===== src/rtl/max_score_ctrl.sv =====
// Sequencer for the registered max-reduction tree: pulses tree init, admits columns, tracks them
// through the tree latency and keeps the running best score and its column index.
module max_score_ctrl #(
    parameter int unsigned DATA_WIDTH = 18,
    parameter int unsigned LATENCY    = 2,
    parameter int unsigned COL_W      = 13
) (
    input  logic                  clk,
    input  logic                  rst_n,
    input  logic                  start,
    input  logic                  col_valid,
    input  logic                  col_last,
    output logic                  col_ready,
    output logic                  tree_init,
    input  logic [DATA_WIDTH-1:0] tree_result,
    output logic                  busy,
    output logic [DATA_WIDTH-1:0] score,
    output logic [COL_W-1:0]      best_col,
    output logic                  col_ovf,
    output logic                  score_valid,
    input  logic                  score_ready
);

    typedef enum logic [2:0] {StIdle, StInit, StRun, StDrain, StDone} state_e;

    localparam logic [COL_W-1:0] ColMax = '1;

    state_e                  state_q, state_d;
    logic                    pipe_vld_q [LATENCY];
    logic [COL_W-1:0]        pipe_tag_q [LATENCY];
    logic [COL_W-1:0]        col_cnt_q;
    logic                    col_ovf_q;
    logic [DATA_WIDTH-1:0]   best_q;
    logic [COL_W-1:0]        best_col_q;
    logic                    accept;
    logic                    pending;
    logic                    update;

    assign accept = col_valid & col_ready;

    // Columns still in flight ahead of the last stage; the last stage is compared this cycle.
    always_comb begin
        pending = 1'b0;
        for (int i = 0; i < int'(LATENCY) - 1; i++) begin
            pending = pending | pipe_vld_q[i];
        end
    end

    // Negative candidates behave as zero in the tree and can never beat best.
    assign update = pipe_vld_q[LATENCY-1] && !tree_result[DATA_WIDTH-1] &&
                    (tree_result[DATA_WIDTH-2:0] > best_q[DATA_WIDTH-2:0]);

    always_ff @(posedge clk or negedge rst_n) begin
        if (!rst_n) begin
            state_q <= StIdle;
        end else begin
            state_q <= state_d;
        end
    end

    always_comb begin
        state_d = state_q;
        unique case (state_q)
            StIdle:  if (start) state_d = StInit;
            StInit:  state_d = StRun;
            StRun:   if (accept && col_last) state_d = StDrain;
            StDrain: if (!pending) state_d = StDone;
            StDone:  if (score_ready) state_d = StIdle;
            default: state_d = StIdle;
        endcase
    end

    always_comb begin
        tree_init   = (state_q == StInit);
        col_ready   = (state_q == StRun);
        score_valid = (state_q == StDone);
        busy        = (state_q != StIdle);
    end

    always_ff @(posedge clk or negedge rst_n) begin
        if (!rst_n) begin
            for (int i = 0; i < int'(LATENCY); i++) begin
                pipe_vld_q[i] <= 1'b0;
                pipe_tag_q[i] <= '0;
            end
        end else begin
            pipe_vld_q[0] <= accept;
            pipe_tag_q[0] <= col_cnt_q;
            for (int i = 1; i < int'(LATENCY); i++) begin
                pipe_vld_q[i] <= pipe_vld_q[i-1];
                pipe_tag_q[i] <= pipe_tag_q[i-1];
            end
        end
    end

    always_ff @(posedge clk or negedge rst_n) begin
        if (!rst_n) begin
            col_cnt_q  <= '0;
            col_ovf_q  <= 1'b0;
            best_q     <= '0;
            best_col_q <= '0;
        end else if (state_q == StInit) begin
            col_cnt_q  <= '0;
            col_ovf_q  <= 1'b0;
            best_q     <= '0;
            best_col_q <= '0;
        end else begin
            if (accept) begin
                if (col_cnt_q == ColMax) begin
                    col_ovf_q <= 1'b1;
                end else begin
                    col_cnt_q <= col_cnt_q + 1'b1;
                end
            end
            if (update) begin
                best_q     <= tree_result;
                best_col_q <= pipe_tag_q[LATENCY-1];
            end
        end
    end

    assign score    = best_q;
    assign best_col = best_col_q;
    assign col_ovf  = col_ovf_q;

endmodule


===== config.mk =====
export PLATFORM = sky130hd
export DESIGN_NAME = max_score_ctrl
export DESIGN_NICKNAME = d
export VERILOG_FILES = /design/src/rtl/max_score_ctrl.sv
export SDC_FILE = /design/constraint.sdc
export NUM_CORES = 1
export LEC_CHECK = 0
export CAP_MARGIN = 20
export CORE_ASPECT_RATIO = 1.1
export CORE_MARGIN = 2
export CORE_UTILIZATION = 53
export CTS_CLUSTER_DIAMETER = 30
export CTS_CLUSTER_SIZE = 12
export DETAILED_ROUTE_END_ITERATION = 6
export PLACE_DENSITY = 0.87
export SETUP_SLACK_MARGIN = 0.15
export SYNTH_ARGS = -nofsm -noshare
export SYNTH_HDL_FRONTEND = slang
export SYNTH_SLANG_ARGS = --single-unit

===== constraint.sdc =====
create_clock -name clk -period 2.5 [get_ports clk]
set_input_delay 0.25 -clock clk [delete_from_list [all_inputs] [get_ports clk]]
set_output_delay 0.25 -clock clk [all_outputs]
set_load 0.03 [all_outputs]

==> out/metrics.csv <==
metric;value;unit
total area of multi-input combinational cells;1470;um^2
post-route antenna net violation count;0;
startpoint class of the critical path;register;
sequence of cells on the critical path;inv_2, ha_4, and4_4, nand4_4, or4_4, nand3b_1, buf_4, buf_6, o21ai_0, a21oi_1;
minimum clock period;2.46;ns
Placed Area;4220;um^2
Wirelength per Cell;18.8;um
Worst Tran Pin Value;0.538;ns
sequential element share of the synthesized area;0.552;
count of filler cells inserted in the layout;431;
HPWL Detailed;5260;um
max-slew violation total from the final report;0;
combined global-route utilization of all metal layers;0.223;
largest stage delay on the critical path;0.57;ns
worst hold slack across all endpoints;0.346;ns
ys flop type;sky130_fd_sc_hd__dfrtp_1;
depth of the CTS H-tree;3;
relative slew slack;0.641;
crit share post-route;0.982;
buffer levels on the longest clock path;2;
Initial Utilization;0.553;
count of buffers inserted at the top-level ports;59;
number of enable-type register cells in the synthesized netlist;0;
CTS tree;yes;
slowest stage cell, crit path;sky130_fd_sc_hd__or4_4;
synthesized cell area;3450;um^2
leakage power;2.04;nW
clock latency of the later-clocked register in the worst-skew pair;0.35;ns
layout net count;448;
number of violations of the max-capacitance limit;0;
total number of yosys warnings;0;
wire length of the first global-routing pass;12000;um
largest net degree at the start of global routing;58;
clk_skew;0.0103;ns
endpoint required time on the critical path;2.76;ns
clock sink count;76;
Cell Pwr Density;1060;nW/um^2
routability cong.;0.757;
storage element area;1910;um^2
Post-Syn Nets;360;
width of the die;80.9;um
Max Freq;0.407;GHz
arrival time reported for the critical path endpoint;2.71;ns
die height;88.6;um
routed via count;2870;
final-report setup violation count;0;
register bit total from synthesis;76;
Crit Path Class;register to register;
highest net fanout along the worst path;8;
fraction of layout cells with a size suffix above 1;0.258;
core area;6230;um^2
unique cell type count in the Yosys netlist;42;
growth of design area from synthesis to finish;36.3;%
overall power;4.97;mW
global-route congestion overflow total;0;
area of the die;7160;um^2
Mapped Cells;318;
category of cells accounting for the largest share of critical-path delay;simple AND/OR/NAND/NOR gates;
violation count after the first detailed-routing iteration;234;
number of diodes;0;
clock tree root driver cell;sky130_fd_sc_hd__clkbuf_8;
combined buffer and inverter count along the critical path;3;
setup repair after global routing missed its margin;yes;
number of placed I/O pins;60;
Row Count;30;
antenna violations before repair;0;
post-detailed-routing wire length;9210;um
drt pass-1 iters;4;
clock transition at the register clock pins on the worst setup and hold paths after CTS;0.08;ns
Peak VDD IR;1.00;mV
post-route setup TNS;0;ns
number of global-route vias before repair;2690;
type of destination of the critical path;register;
detailed-route vias per instance;5.85;
DRC violation count after routing;0;
outcome;finished, final reports clean;
Post-synth ARST share;1.00;
post-route standard cell area excluding fillers;4700;um^2
hold violation total from the final report;0;
synthesized area divided by synthesized cell count;10.8;um^2
class of the worst hold path;register to register;
cts bufs inserted;9;
sequential cells by signal, indices dropped and copies added, names as in the netlist:
signal	count
pipe_vld_q	1
score	18
pending	1
col_cnt_q	13
best_col	13
pipe_tag_q	26
col_ovf	1
state_q	3
timing repair:
action	CTS	global route
resized for setup	2	51
buffers inserted	1	5
pin swaps	1	19
cloned	0	5
hold buffers	1	0
hold endpoints to repair	19	0
endpoints found under the setup margin	28	30
power by group:
group	leakage, nW	internal [mW]	switching (mW)	total [mW]
sequential	1.03	1.49	0.215	1.71
combinational	0.925	1.03	1.41	2.43
clock	0.0889	0.381	0.445	0.826
layer usage:
| layer | up-vias | wire [um] | global-route usage |
|---|---|---|---|
| met3 | 18 | 544 | 0.0592 |
| li1 | 1295 | - | - |
| met1 | 1436 | 3610 | 0.260 |
| met4 | 0 | 178 | 0.0878 |
| met2 | 121 | 4870 | 0.391 |
| met5 | - | 0 | 0 |
path summary, 6_finish.rpt:
| kind | start | endpoint | slack (ns) | cells after the start |
|---|---|---|---|---|
| max reg2reg | score[15]$_DFFE_PN0P_ | best_col[5]$_DFFE_PN0P_ | 0.04 | 10 |
| min in group asynchronous | rst_n | score[5]$_DFFE_PN0P_ | 0.42 | 2 |
| max | score[15]$_DFFE_PN0P_ | best_col[5]$_DFFE_PN0P_ | 0.04 | 10 |
| min | pipe_tag_q[15]$_DFF_PN0_ | pipe_tag_q[2]$_DFF_PN0_ | 0.35 | 0 |
| max in group asynchronous | rst_n | pipe_tag_q[13]$_DFF_PN0_ | 1.41 | 3 |
| min reg2reg | pipe_tag_q[15]$_DFF_PN0_ | pipe_tag_q[2]$_DFF_PN0_ | 0.35 | 0 |
worst register-to-register path, cell delays in order (launching register included):
cell,delay [ns]
sky130_fd_sc_hd__dfrtp_2,0.40
sky130_fd_sc_hd__inv_2,0.06
sky130_fd_sc_hd__ha_4,0.26
sky130_fd_sc_hd__and4_4,0.24
sky130_fd_sc_hd__nand4_4,0.09
sky130_fd_sc_hd__or4_4,0.57
sky130_fd_sc_hd__nand3b_1,0.15
sky130_fd_sc_hd__buf_4,0.15
sky130_fd_sc_hd__buf_6,0.13
sky130_fd_sc_hd__o21ai_0,0.12
sky130_fd_sc_hd__a21oi_1,0.21
area by class of cell:
class                           instances  area share
Tap cell                               80      0.0213
Sequential cell                        76       0.406
Multi-Input combinational cell        200       0.312
Clock inverter                          5     0.00586
Timing Repair Buffer                   95       0.205
Clock buffer                           11      0.0301
Inverter                               24      0.0192
stage by stage:
step	setup slack, ns	instances	utilization
6_report	0.0444	491	0.754
3_5_place_dp	-0.215	463	0.678
2_1_floorplan	0.152	318	-
4_1_cts	0.170	481	0.709
3_3_place_gp	-0.145	463	0.678
5_1_grt	-0.0344	491	0.754
placed cells by master (no fill, tap or decap), types with 15 or more instances in the layout:
| master | n |
|---|---|
| sky130_fd_sc_hd__clkdlybuf4s50_1 | 58 |
| sky130_fd_sc_hd__ha_1 | 15 |
| sky130_fd_sc_hd__nand2_1 | 16 |
| sky130_fd_sc_hd__nor2_1 | 16 |
| sky130_fd_sc_hd__inv_1 | 21 |
| sky130_fd_sc_hd__buf_4 | 19 |
| sky130_fd_sc_hd__dfrtp_1 | 71 |
| sky130_fd_sc_hd__a21oi_1 | 27 |
| sky130_fd_sc_hd__o21ai_0 | 32 |
| sky130_fd_sc_hd__nand3_2 | 25 |
synth_stat cells (all sizes together) (2+ instances only):
cell type,n,area [um^2]
ha,18,225
xnor2,3,26.3
nor3b,2,25.0
buf,13,118
nand2,16,60.1
inv,23,86.3
a41o,2,20.0
dfrtp,76,1900
a21oi,35,179
a31oi,2,12.5
nor3,3,15.0
and3,2,12.5
xor2,4,35.0
nand3,36,245
nor2b,2,12.5
o21ai,36,180
nor2,16,60.1
and4,2,20.0
nand4,5,46.3
a211oi,2,15.0
clkbuf,5,18.8
kinds of logic (layout without fill, tap and decap cells):
kind of cell    Yosys count  count (layout)  synth area share
fa+ha+maj                18              18            0.0654
simple gates             89              89             0.156
buf+inv                  42             135            0.0657
flops                    76              76             0.552
mux                       1               1           0.00290
compound gates           85              85             0.140
xor+xnor                  7               7            0.0178
(Power assumes the default switching activity.)
